`config.mk`:
```
export PLATFORM = sky130hd
export DESIGN_NAME = instr_fetch_unit
export DESIGN_NICKNAME = d
export VERILOG_FILES = /design/src/rtl/instr_fetch_unit_pkg.sv /design/src/rtl/instr_fetch_unit_pc_next_calc.sv /design/src/rtl/instr_fetch_unit.sv
export SDC_FILE = /design/constraint.sdc
export NUM_CORES = 1
export LEC_CHECK = 0
export BUFFER_PORTS_ARGS = -buffer_cell sky130_fd_sc_hd__clkbuf_2
export CAP_MARGIN = 0
export CORE_ASPECT_RATIO = 1.1
export CORE_UTILIZATION = 43
export CTS_CLUSTER_DIAMETER = 150
export DETAILED_ROUTE_END_ITERATION = 12
export PLACE_DENSITY = 0.72
export SYNTH_ARGS = -nofsm -noshare
export SYNTH_HDL_FRONTEND = slang
export SYNTH_HIERARCHICAL = 1
export SYNTH_SLANG_ARGS = --single-unit
```
`constraint.sdc`:
```
create_clock -name clk -period 3.4 [get_ports clk]
set_clock_uncertainty 0.15 [all_clocks]
set_input_delay 0.51 -clock clk [delete_from_list [all_inputs] [get_ports clk]]
set_output_delay 0.51 -clock clk [all_outputs]
set_load 0.03 [all_outputs]
```
`src/rtl/instr_fetch_unit_pkg.sv`:
```
// Shared ISA and FSM definitions for the instruction fetch front end.
// Opcode codes, instruction field positions and state encodings live here.
package instr_fetch_unit_pkg;

  localparam logic [1:0] OP_J = 2'b11;

  localparam int OP_MSB = 7;
  localparam int RS_MSB = 5;
  localparam int RT_MSB = 3;
  localparam int RD_MSB = 1;

  localparam logic [1:0] S_IDLE  = 2'd0;
  localparam logic [1:0] S_FETCH = 2'd1;
  localparam logic [1:0] S_ISSUE = 2'd2;
  localparam logic [1:0] S_HALT  = 2'd3;

  function automatic logic is_jump(input logic [7:0] instr);
    return (instr[OP_MSB -: 2] == OP_J);
  endfunction

endpackage

```
`src/rtl/instr_fetch_unit_pc_next_calc.sv`:
```
// Next-PC calculation: sequential increment or pc+1+sext(instr[5:0]) for jumps.
// All arithmetic wraps modulo 2^PC_W.
module pc_next_calc
  import instr_fetch_unit_pkg::*;
#(
  parameter int PC_W = 8
) (
  input  logic [PC_W-1:0] i_pc,
  input  logic [7:0]      i_instr,
  output logic [PC_W-1:0] o_next_pc
);

  logic [PC_W-1:0] w_seq_pc;
  logic [PC_W-1:0] w_offset;

  assign w_seq_pc  = i_pc + {{(PC_W-1){1'b0}}, 1'b1};
  assign w_offset  = {{(PC_W-6){i_instr[5]}}, i_instr[5:0]};
  assign o_next_pc = is_jump(i_instr) ? (w_seq_pc + w_offset) : w_seq_pc;

endmodule

```
`src/rtl/instr_fetch_unit.sv`:
```
// Fetch/issue front end: PC, instruction-memory req/ack fetch, valid/ready issue to decode,
// local jump resolution and a saturating count of accepted issues.
module instr_fetch_unit
  import instr_fetch_unit_pkg::*;
#(
  parameter int PC_W  = 8,
  parameter int CNT_W = 16
) (
  input  logic             clk,
  input  logic             rst_n,
  input  logic             run,
  input  logic             halt,
  output logic             imem_req,
  output logic [PC_W-1:0]  imem_addr,
  input  logic [7:0]       imem_rdata,
  input  logic             imem_ack,
  output logic             issue_valid,
  input  logic             issue_ready,
  output logic [1:0]       op,
  output logic [1:0]       rs,
  output logic [1:0]       rt,
  output logic [1:0]       rd,
  output logic [PC_W-1:0]  issue_pc,
  output logic             halted,
  output logic [CNT_W-1:0] issue_cnt
);

  logic [1:0]       r_state;
  logic [PC_W-1:0]  r_pc;
  logic [7:0]       r_instr;
  logic [PC_W-1:0]  r_issue_pc;
  logic [CNT_W-1:0] r_issue_cnt;
  logic [PC_W-1:0]  w_next_pc;

  // Next PC is computed from the word arriving with the ack so it can be latched on the same edge.
  pc_next_calc #(.PC_W(PC_W)) u_pc_next (
    .i_pc      (r_pc),
    .i_instr   (imem_rdata),
    .o_next_pc (w_next_pc)
  );

  // FSM, PC, instruction register and issue counter.
  always_ff @(posedge clk or negedge rst_n) begin
    if (!rst_n) begin
      r_state     <= S_IDLE;
      r_pc        <= '0;
      r_instr     <= 8'h00;
      r_issue_pc  <= '0;
      r_issue_cnt <= '0;
    end else begin
      case (r_state)
        S_IDLE: begin
          if (run && !halt) r_state <= S_FETCH;
          else              r_state <= S_IDLE;
        end
        S_FETCH: begin
          if (imem_ack) begin
            r_instr    <= imem_rdata;
            r_issue_pc <= r_pc;
            r_pc       <= w_next_pc;
            r_state    <= S_ISSUE;
          end else begin
            r_state <= S_FETCH;
          end
        end
        S_ISSUE: begin
          if (issue_ready) begin
            if (r_issue_cnt != {CNT_W{1'b1}})
              r_issue_cnt <= r_issue_cnt + {{(CNT_W-1){1'b0}}, 1'b1};
            else
              r_issue_cnt <= r_issue_cnt;
            // halt/run are only honoured at an instruction boundary, i.e. on acceptance
            if (halt || !run) r_state <= S_HALT;
            else              r_state <= S_FETCH;
          end else begin
            r_state <= S_ISSUE;
          end
        end
        S_HALT: begin
          if (run && !halt) r_state <= S_FETCH;
          else              r_state <= S_HALT;
        end
        default: r_state <= S_IDLE;
      endcase
    end
  end

  assign imem_req    = (r_state == S_FETCH);
  assign imem_addr   = r_pc;
  assign issue_valid = (r_state == S_ISSUE);
  assign halted      = (r_state == S_HALT);
  assign op          = r_instr[OP_MSB -: 2];
  assign rs          = r_instr[RS_MSB -: 2];
  assign rt          = r_instr[RT_MSB -: 2];
  assign rd          = r_instr[RD_MSB -: 2];
  assign issue_pc    = r_issue_pc;
  assign issue_cnt   = r_issue_cnt;

endmodule
```
Yosys cells after proc, flatten, opt, wreduce, memory -nomap -nowiden
Index checks and enable logic that the tools add are counted.
- ROM bits: 0
- RAM bits: 0
- logic and storage cells: 27
- bits in registers: 42
- bits in latches: 0
- memories kept: 0
- output and inout port bits: 43
- reduce and logical (&&, ||, !) cells: 7
- shifts and indexed selects: 0
- equality and inequality tests: 5
- divide/modulo/power cells: 0
- $add $sub $neg: 3
- magnitude comparators: 0
- bitwise operators: 0
- multiplexer cells: 7
- multipliers: 0
- operator list (operator ; number):
    $add A16 B1 Y16 const B ; 1
    $ne A16 B16 Y1 const B ; 1
    $add A8 B1 Y8 const B ; 1
    $add A8 B8 Y8 ; 1
    $mux W2 ; 4
    $mux W8 ; 1
    $pmux W2 S4 ; 1
    $eq A2 B2 Y1 const B ; 3
    $reduce_and A3 Y1 ; 1
    $eq A2 B1 Y1 const B ; 1
    $logic_not A1 Y1 ; 2
    $logic_not A2 Y1 ; 1
    $reduce_and A2 Y1 ; 1
    $logic_and A1 B1 Y1 ; 1
    $logic_or A1 B1 Y1 ; 1
    $mux W1 ; 1

Logic depth before layout (Yosys ltp)
Gate-level depths: netlist of run 1.
- depth in word-level cells: 5
- depth in mapped cells: 10

Hierarchy
Netlist of run 1, hierarchy kept.
- by module, submodules not included (module ; area an instance (µm²) ; instances ; cells each ; sequential area each (µm²)):
    instr_fetch_unit ; 1791.7 ; 1 ; 133 ; 1051.0
    pc_next_calc ; 540.5 ; 1 ; 68 ; 0.0

Least setup slack after synthesis of run 1
No wires, ideal clock.
- path type: reg2reg
- start: reg r_pc[0], in the netlist imem_addr[0]
- end: reg r_pc[7], in the netlist imem_addr[7]
- stages on the path, launching flop included: 11
- arrival: 2637 ps
- setup slack: 488 ps
- cell sequence: dfrtp_1 ha_1 nand3_1 or3_1 nand2_1 ha_1 a21oi_2 o211ai_1 a2111oi_4 xnor2_1 mux2_2
- word-level cells in the longest chain between the ends: 3
- RTL lines (what ; RTL line ; RTL):
    from (decl) ; instr_fetch_unit.sv:29 ; logic [PC_W-1:0] r_pc;
    from (signal assigned) ; instr_fetch_unit.sv:60 ; r_pc <= w_next_pc;
    $add A8 B1 Y8 * ; instr_fetch_unit_pc_next_calc.sv:16 ; assign w_seq_pc = i_pc + {{(PC_W-1){1'b0}}, 1'b1};
    $add A8 B8 Y8 ; instr_fetch_unit_pc_next_calc.sv:18 ; assign o_next_pc = is_jump(i_instr) ? (w_seq_pc + w_offset) : w_seq_pc;
    $mux W8 * ; instr_fetch_unit_pc_next_calc.sv:18 ;
    named net w_next_pc[7] ; instr_fetch_unit.sv:33 ; logic [PC_W-1:0] w_next_pc;
Mark *: on every way through the listed nets, which the timed path passes. The rest lies on a longest branch.
A chain may end at the register's enable or synchronous reset.

Worst setup path after layout of run 1
Ends and elaborated chain as after synthesis.

==> flow_metrics.py, run 1 <==
metrics = {
    "logic_synthesis": {
        "ys_top_cells_by_area": "sky130_fd_sc_hd__dfrtp_1 45%, sky130_fd_sc_hd__mux2_2 14%, sky130_fd_sc_hd__ha_1 5.4%, sky130_fd_sc_hd__xor2_1 5.3%, sky130_fd_sc_hd__xnor2_1 3.4%",
        "yosysWarnings": 6,
        "syn_area_mm2": 0.002332,
        "async_s_r_ff_share_synth": 1.000,
        "yosysMostFrequentCell": "sky130_fd_sc_hd__dfrtp_1",
        "synth-edff-count": 0,
        "netlist.top_cell.by_area": "sky130_fd_sc_hd__dfrtp_1",
        "synth_top_area_frac": 0.4506,
        "synth_sequential_area_ratio": 0.4506,
        "synthCells": 201,
        "synth_seq_cells": 42,
        "synthesis.nets": 226,
        "synthTopCellsByCount": "42 x sky130_fd_sc_hd__dfrtp_1, 28 x sky130_fd_sc_hd__mux2_2, 18 x sky130_fd_sc_hd__nand2_1",
        "synthFlopType": "sky130_fd_sc_hd__dfrtp_1",
        "syn-mean-instance-area_um2": 11.60,
        "synth.distinct_cells": 46,
    },
    "clock_tree": {
        "cts.path.max_buffers": 2,
        "cts_hold_buf": 0,
        "clock_tree.root_cell": "sky130_fd_sc_hd__clkbuf_8",
        "post_cts.repair.setup_buffers": 0,
        "tritoncts": "yes",
        "cts.reportedPaths.clkPinSlew_ns": 0.07,
        "numCtsBuffers": 5,
        "h-tree-depth": 2,
        "clkLatencyLatePin_ns": 0.29,
        "cts_resized": 0,
        "clock_sinks": 42,
    },
    "power_and_ir_drop": {
        "design_power_total_mw": 2.595,
        "power_leakage_nw": 1.330,
        "cellPowerDensity_mw_per_mm2": 936.0,
        "max-vdd-ir-drop_uv": 334.7,
    },
    "sta": {
        "maxSlewViolCount": 0,
        "relSlewSlack": 0.3022,
        "setup_repair_after_global_routing_missed_its_margin": "no",
        "timing.final.setup_violations": 0,
        "timing_worst_slew_pin_value_ns": 1.047,
        "setup_tns_ns": 0,
        "holdWs_ns": 0.2469,
        "max_clock_freq_mhz": 345.7,
        "timing_hold_violations_final": 0,
        "timing.final.crit_share": 0.8508,
        "post_layout_minimum_cycle_time_ns": 2.893,
    },
    "grt": {
        "grt_remaining_overflow": 0,
        "first_pass_grt_wire_length_mm": 7.417,
        "antenna_found_initial": 0,
        "first_global_vias": 1678,
        "global_routing_usage_summed_across_all_routing_layers": 0.1676,
        "grt_max_degree": 43,
    },
    "critical_path": {
        "reg_to_reg_slack_setup_ns": 0.51,
        "path_class": "flip-flop to flip-flop",
        "endpoint_kind": "flip-flop",
        "worst_r2r_path_depth": 10,
        "critical_path_s_largest_stage_delay_ns": 0.45,
        "start_kind": "flip-flop",
        "rr_endpoint": "imem_addr[7]",
        "cp.arrival_ns": 2.92,
        "worstPathMaxFanout": 7,
        "timing.critical_path.required_ns": 3.42,
        "cp_common_cell": "sky130_fd_sc_hd__ha_1",
        "timing.rr.start": "imem_addr[0]",
        "critPathSlowestCell": "sky130_fd_sc_hd__dfrtp_1",
        "timing.critical_path.cells": "ha_1, nand3_1, or3_1, nand2_1, ha_1, a21oi_2, o211ai_1, a2111oi_4, xnor2_1, mux2_2",
    },
    "floorplanning": {
        "die_height_um": 79.24,
        "dieArea_mm2": 0.005723,
        "start_util": 0.4572,
        "dieWidth_um": 72.22,
        "std_cell_rows": 27,
        "floorplan.io_pins": 57,
        "design.core.area_mm2": 0.005101,
    },
    "drt": {
        "routed-via-count": 1732,
        "drt_drc_violations_left": 0,
        "drtIter0Drc": 63,
        "detail-route-antenna-nets": 0,
        "avgViaCountPerCell": 5.186,
        "routed_wl_mm": 4.424,
        "routedWlPerCell_um": 13.25,
        "detail_route.first_pass.iterations": 4,
    },
    "status": {
        "run_status": "finished clean",
    },
    "placed_design": {
        "detailed_place_hpwl_mm": 3.302,
        "placed_cells": 327,
        "place_congestion": 0.8012,
        "io_buffers": 56,
    },
    "flow_run": {
        "cap_violations": 0,
    },
    "worst_hold_path": {
        "worst_hold_path_type": "input pin to asynchronous set/reset pin",
    },
    "final_layout": {
        "sequential_cell_area_mm2": 0.001051,
        "multi_input_comb_area_mm2": 0.001260,
        "final-instance-count-excl-fill": 334,
        "final.fill_count": 473,
        "utilization_after_layout": 0.5435,
        "layout-drive-gt1-share": 0.3969,
        "n_antenna_cell": 0,
        "area.growth.synth_to_final_pct": 18.88,
        "finish.net_count": 287,
    },
}
==> flip-flops by register name, summed over array words and instances (netlist names) <==
signal	flops
issue_cnt	16
imem_addr	8
issue_pc	8
r_instr	8
r_state	2
==> metal layers <==
metal  share of wire  global-route usage  vias up
li1                -                   -      860
met1            0.44              0.1931      816
met2            0.50              0.2869       48
met3           0.042             0.04569        8
met4           0.017             0.07647        0
met5               0                   0        -
==> worst max path at each step <==
stage | startpoint | endpoint | slack, ns
2_1_floorplan | imem_addr[0] | imem_addr[7] | 0.49
3_3_place_gp | imem_addr[0] | imem_addr[7] | 0.59
3_5_place_dp | imem_addr[0] | imem_addr[7] | 0.49
4_1_cts | imem_addr[0] | imem_addr[7] | 0.48
5_1_grt | imem_addr[0] | imem_addr[7] | 0.27
6_report | imem_addr[0] | imem_addr[7] | 0.51
==> final cells by class <==
| type | count | area share |
|---|---|---|
| Multi-Input combinational cell | 154 | 0.4544 |
| Timing Repair Buffer | 57 | 0.1038 |
| Sequential cell | 42 | 0.3791 |
| Clock buffer | 7 | 0.02753 |
| Inverter | 2 | 0.002708 |
| Tap cell | 72 | 0.03249 |
==> report_power, final <==
| group | total, mW | internal, mW | switching, mW |
|---|---|---|---|
| combinational | 1.46 | 0.590 | 0.869 |
| clock | 0.297 | 0.141 | 0.156 |
| sequential | 0.840 | 0.680 | 0.160 |
| total | 2.60 | 1.41 | 1.18 |
==> worst max-delay path: cells and delay by family (launching register included) <==
family	cells	cell delay, ns
AOI/OAI and AO/OA	3	0.73
and+or+nand+nor	3	0.61
adders and majority gates	2	0.49
DFF	1	0.45
muxes	1	0.26
xor gates and xnor gates	1	0.09
==> cells in the final DEF (no fill, tap or decap), types with 3 or more instances in the layout <==
master                     netlist  final
sky130_fd_sc_hd__nand2_1        18     18
sky130_fd_sc_hd__dfrtp_1        42     42
sky130_fd_sc_hd__and3_1          3      3
sky130_fd_sc_hd__mux2_2         28     28
sky130_fd_sc_hd__nor3_1          6      6
sky130_fd_sc_hd__a21oi_1         4      4
sky130_fd_sc_hd__nor2_1          6      6
sky130_fd_sc_hd__ha_1           10     10
sky130_fd_sc_hd__clkbuf_8        0      5
sky130_fd_sc_hd__clkbuf_2        0     56
sky130_fd_sc_hd__nor4_2          3      3
sky130_fd_sc_hd__nand4_1         4      4
sky130_fd_sc_hd__xor2_1         14     14
sky130_fd_sc_hd__o21ai_0        10     10
sky130_fd_sc_hd__xnor2_1         9      9
sky130_fd_sc_hd__nand3_1         6      6
==> stage by stage <==
stage	instance area, um^2	worst slack (ns)
after floorplan	2332	0.4879
after detailed placement	2696	0.4929
after global routing	2773	0.2674
after global placement	2696	0.5904
final	2773	0.5074
after CTS	2773	0.4825
==> logic make-up after synthesis <==
group | share of synthesized area
AND/OR/NAND/NOR | 0.1572
flip-flops | 0.4506
AO/OA/AOI/OAI | 0.09282
multiplexers | 0.1416
XOR/XNOR | 0.08638
adder cells (fa/ha/maj) | 0.06223
buffers and inverters | 0.009120
Power figures use the tool's default switching activity.
==> run 2, diff against run 1 <==
- CTS_CLUSTER_DIAMETER: 150 -> 80
- PLACE_DENSITY: 0.72 -> 0.67
- SYNTH_HIERARCHICAL: 1 -> not set
==> run 2 against run 1 <==
  * Non-clock buffer count grew 1
  * Flip-flop and latch count unchanged
  * Design area shrank 1.0%
  * Clock-buffer cell count unchanged
  * Synthesized cell count up 22%
  * Sequential share of layout area is 0.40 points higher
  * Cell count is 12% higher
  * Clock power increased by 13%
  * Via count rose by 13%
  * Critical path type unchanged
==> flow_metrics.py, run 2 <==
metrics = {
    "sta": {
        "timing_worst_slew_pin_value_ns": 1.039,
        "timing.final.crit_share": 0.8325,
        "timing.final.setup_violations": 0,
        "timing_hold_violations_final": 0,
        "max_clock_freq_mhz": 353.3,
        "post_layout_minimum_cycle_time_ns": 2.830,
        "setup_tns_ns": 0,
        "relSlewSlack": 0.3074,
        "maxSlewViolCount": 0,
        "setup_slack_ns": 0.5695,
        "setup_repair_after_global_routing_missed_its_margin": "no",
    },
    "power_and_ir_drop": {
        "power_leakage_nw": 1.414,
        "design_power_total_mw": 2.610,
        "max-vdd-ir-drop_uv": 520.4,
        "cellPowerDensity_mw_per_mm2": 951.2,
    },
    "logic_synthesis": {
        "syn_area_mm2": 0.002310,
        "synth-edff-count": 0,
        "synth_sequential_area_ratio": 0.4550,
        "synthesis.nets": 270,
        "synthCells": 245,
        "synth.distinct_cells": 47,
        "netlist.top_cell.by_area": "sky130_fd_sc_hd__dfrtp_1",
        "synthTopCellsByCount": "55 x sky130_fd_sc_hd__nand2_1, 42 x sky130_fd_sc_hd__dfrtp_1, 15 x sky130_fd_sc_hd__a21oi_1",
        "async_s_r_ff_share_synth": 1.000,
        "yosysMostFrequentCell": "sky130_fd_sc_hd__nand2_1",
        "synth_seq_cells": 42,
        "yosysWarnings": 0,
        "synthFlopType": "sky130_fd_sc_hd__dfrtp_1",
        "synth_top_area_frac": 0.4550,
        "ys_top_cells_by_area": "sky130_fd_sc_hd__dfrtp_1 46%, sky130_fd_sc_hd__nand2_1 8.9%, sky130_fd_sc_hd__ha_1 5.4%, sky130_fd_sc_hd__xnor2_1 4.9%, sky130_fd_sc_hd__xor2_1 4.2%",
        "syn-mean-instance-area_um2": 9.427,
    },
    "drt": {
        "routed_wl_mm": 5.018,
        "detail-route-antenna-nets": 0,
        "drtIter0Drc": 87,
        "routed-via-count": 1962,
        "detail_route.first_pass.iterations": 4,
        "avgViaCountPerCell": 5.232,
        "drt_drc_violations_left": 0,
        "routedWlPerCell_um": 13.38,
    },
    "clock_tree": {
        "tritoncts": "yes",
        "cts.reportedPaths.clkPinSlew_ns": 0.08,
        "clkLatencyLatePin_ns": 0.30,
        "clock_tree.root_cell": "sky130_fd_sc_hd__clkbuf_8",
        "h-tree-depth": 2,
        "numCtsBuffers": 5,
        "clock_sinks": 42,
        "cts_resized": 0,
        "cts_hold_buf": 0,
        "cts.path.max_buffers": 2,
        "post_cts.repair.setup_buffers": 0,
    },
    "grt": {
        "grt_max_degree": 43,
        "antenna_found_initial": 0,
        "global_routing_usage_summed_across_all_routing_layers": 0.1923,
        "grt_remaining_overflow": 0,
        "first_pass_grt_wire_length_mm": 8.459,
        "first_global_vias": 1846,
    },
    "floorplanning": {
        "start_util": 0.4528,
        "design.core.area_mm2": 0.005101,
        "die_height_um": 78.87,
        "dieArea_mm2": 0.005669,
        "dieWidth_um": 71.88,
        "floorplan.io_pins": 57,
        "std_cell_rows": 27,
    },
    "placed_design": {
        "io_buffers": 56,
        "place_congestion": 0.8193,
        "detailed_place_hpwl_mm": 3.707,
        "dpl_worst_slack_ns": 0.6359,
    },
    "final_layout": {
        "finish.net_count": 327,
        "layout-drive-gt1-share": 0.2475,
        "layout_commonest_cell": "sky130_fd_sc_hd__clkbuf_2",
        "final.fill_count": 479,
        "n_antenna_cell": 0,
        "largest_register_ffs": 16,
        "commonest_non_fill_non_tap_cells_in_the_layout": "56 x sky130_fd_sc_hd__clkbuf_2, 55 x sky130_fd_sc_hd__nand2_1, 42 x sky130_fd_sc_hd__dfrtp_1, 15 x sky130_fd_sc_hd__a21oi_1, 13 x sky130_fd_sc_hd__xnor2_1",
        "area.growth.synth_to_final_pct": 18.80,
    },
    "critical_path": {
        "endpoint_kind": "flip-flop",
        "timing.critical_path.cells": "ha_1, nand3_1, xnor2_1, ha_1, a21oi_1, a21oi_1, o31ai_1, nor4_1, a221o_1",
        "timing.rr.start": "imem_addr[0]",
        "worstSetupEndpoint": "imem_addr[7]",
        "setup.worst_path.start": "imem_addr[0]",
        "reg_to_reg_slack_setup_ns": 0.57,
        "cp.arrival_ns": 2.87,
        "critPathSlowestCell": "sky130_fd_sc_hd__dfrtp_1",
        "path_depth": 9,
        "worst_r2r_path_depth": 9,
        "worstPathMaxFanout": 6,
        "worst_path_dominant_cell_family": "compound AO/OA/AOI/OAI gates",
        "start_kind": "flip-flop",
        "path_class": "flip-flop to flip-flop",
        "critical_path_s_largest_stage_delay_ns": 0.45,
        "critical_path_buf_inv_count": 0,
        "timing.critical_path.required_ns": 3.44,
        "rr_endpoint": "imem_addr[7]",
    },
    "worst_hold_path": {
        "worst_hold_path_type": "input pin to asynchronous set/reset pin",
    },
    "status": {
        "run_status": "finished clean",
    },
    "flow_run": {
        "cap_violations": 0,
    },
}
run 2: kinds of logic (layout without fill, tap and decap cells):
logic type,Yosys count,after routing,share of synthesized area
multiplexers,2,2,0.009209
AO/OA/AOI/OAI,40,40,0.1111
adder cells (fa/ha/maj),11,11,0.06284
buffers and inverters,12,70,0.02492
flip-flops,42,42,0.4550
XOR/XNOR,24,24,0.09101
AND/OR/NAND/NOR,114,114,0.2459
run 2: worst min path at each step:
stage | start | end | slack [ns] | depth (start not counted)
floorplan | rst_n | imem_addr[0] | 0.06 | 0
global placement | issue_pc[5] | issue_pc[5] | 0.31 | 2
detailed placement | r_instr[6] | r_instr[6] | 0.31 | 2
CTS | imem_rdata[7] | r_instr[7] | 0.27 | 3
global route | imem_rdata[7] | r_instr[7] | 0.29 | 3
finish | rst_n | imem_addr[2] | 0.23 | 1
run 2: area by class of cell:
| cell class | count | area [um^2] | area share |
|---|---|---|---|
| multi-input combinational | 191 | 1201 | 0.4378 |
| sequential | 42 | 1051 | 0.3830 |
| timing repair buffer | 58 | 295.3 | 0.1076 |
| tap | 72 | 90.09 | 0.03283 |
| clock buffer | 7 | 86.33 | 0.03146 |
| inverter | 4 | 15.01 | 0.005472 |
| clock inverter | 1 | 5.005 | 0.001824 |
run 2: layer usage:
| layer | wire [um] | global-route usage | part of all wire |
|---|---|---|---|
| met1 | 2324 | 0.2419 | 0.46 |
| met2 | 2376 | 0.3179 | 0.47 |
| met3 | 205 | 0.03807 | 0.041 |
| met4 | 112 | 0.08627 | 0.022 |
| met5 | 0 | 0 | 0 |
run 2: through the flow:
| step | area (um^2) | hold WS [ns] | util | cells |
|---|---|---|---|---|
| finish | 2744 | 0.2339 | 0.5379 | 375 |
| global route | 2744 | 0.2861 | 0.5379 | 375 |
| CTS | 2744 | 0.2740 | 0.5379 | 375 |
| detailed placement | 2653 | 0.3119 | 0.5200 | 367 |
| global placement | 2653 | 0.3086 | 0.5200 | 367 |
| floorplan | 2310 | 0.06441 | - | 245 |
run 2: report_power, final:
group / total (mW) / switching [mW] / internal (mW)
Combinational: 1.42 / 0.914 / 0.505
Sequential: 0.854 / 0.181 / 0.673
Clock: 0.337 / 0.173 / 0.164
Total: 2.61 / 1.27 / 1.34
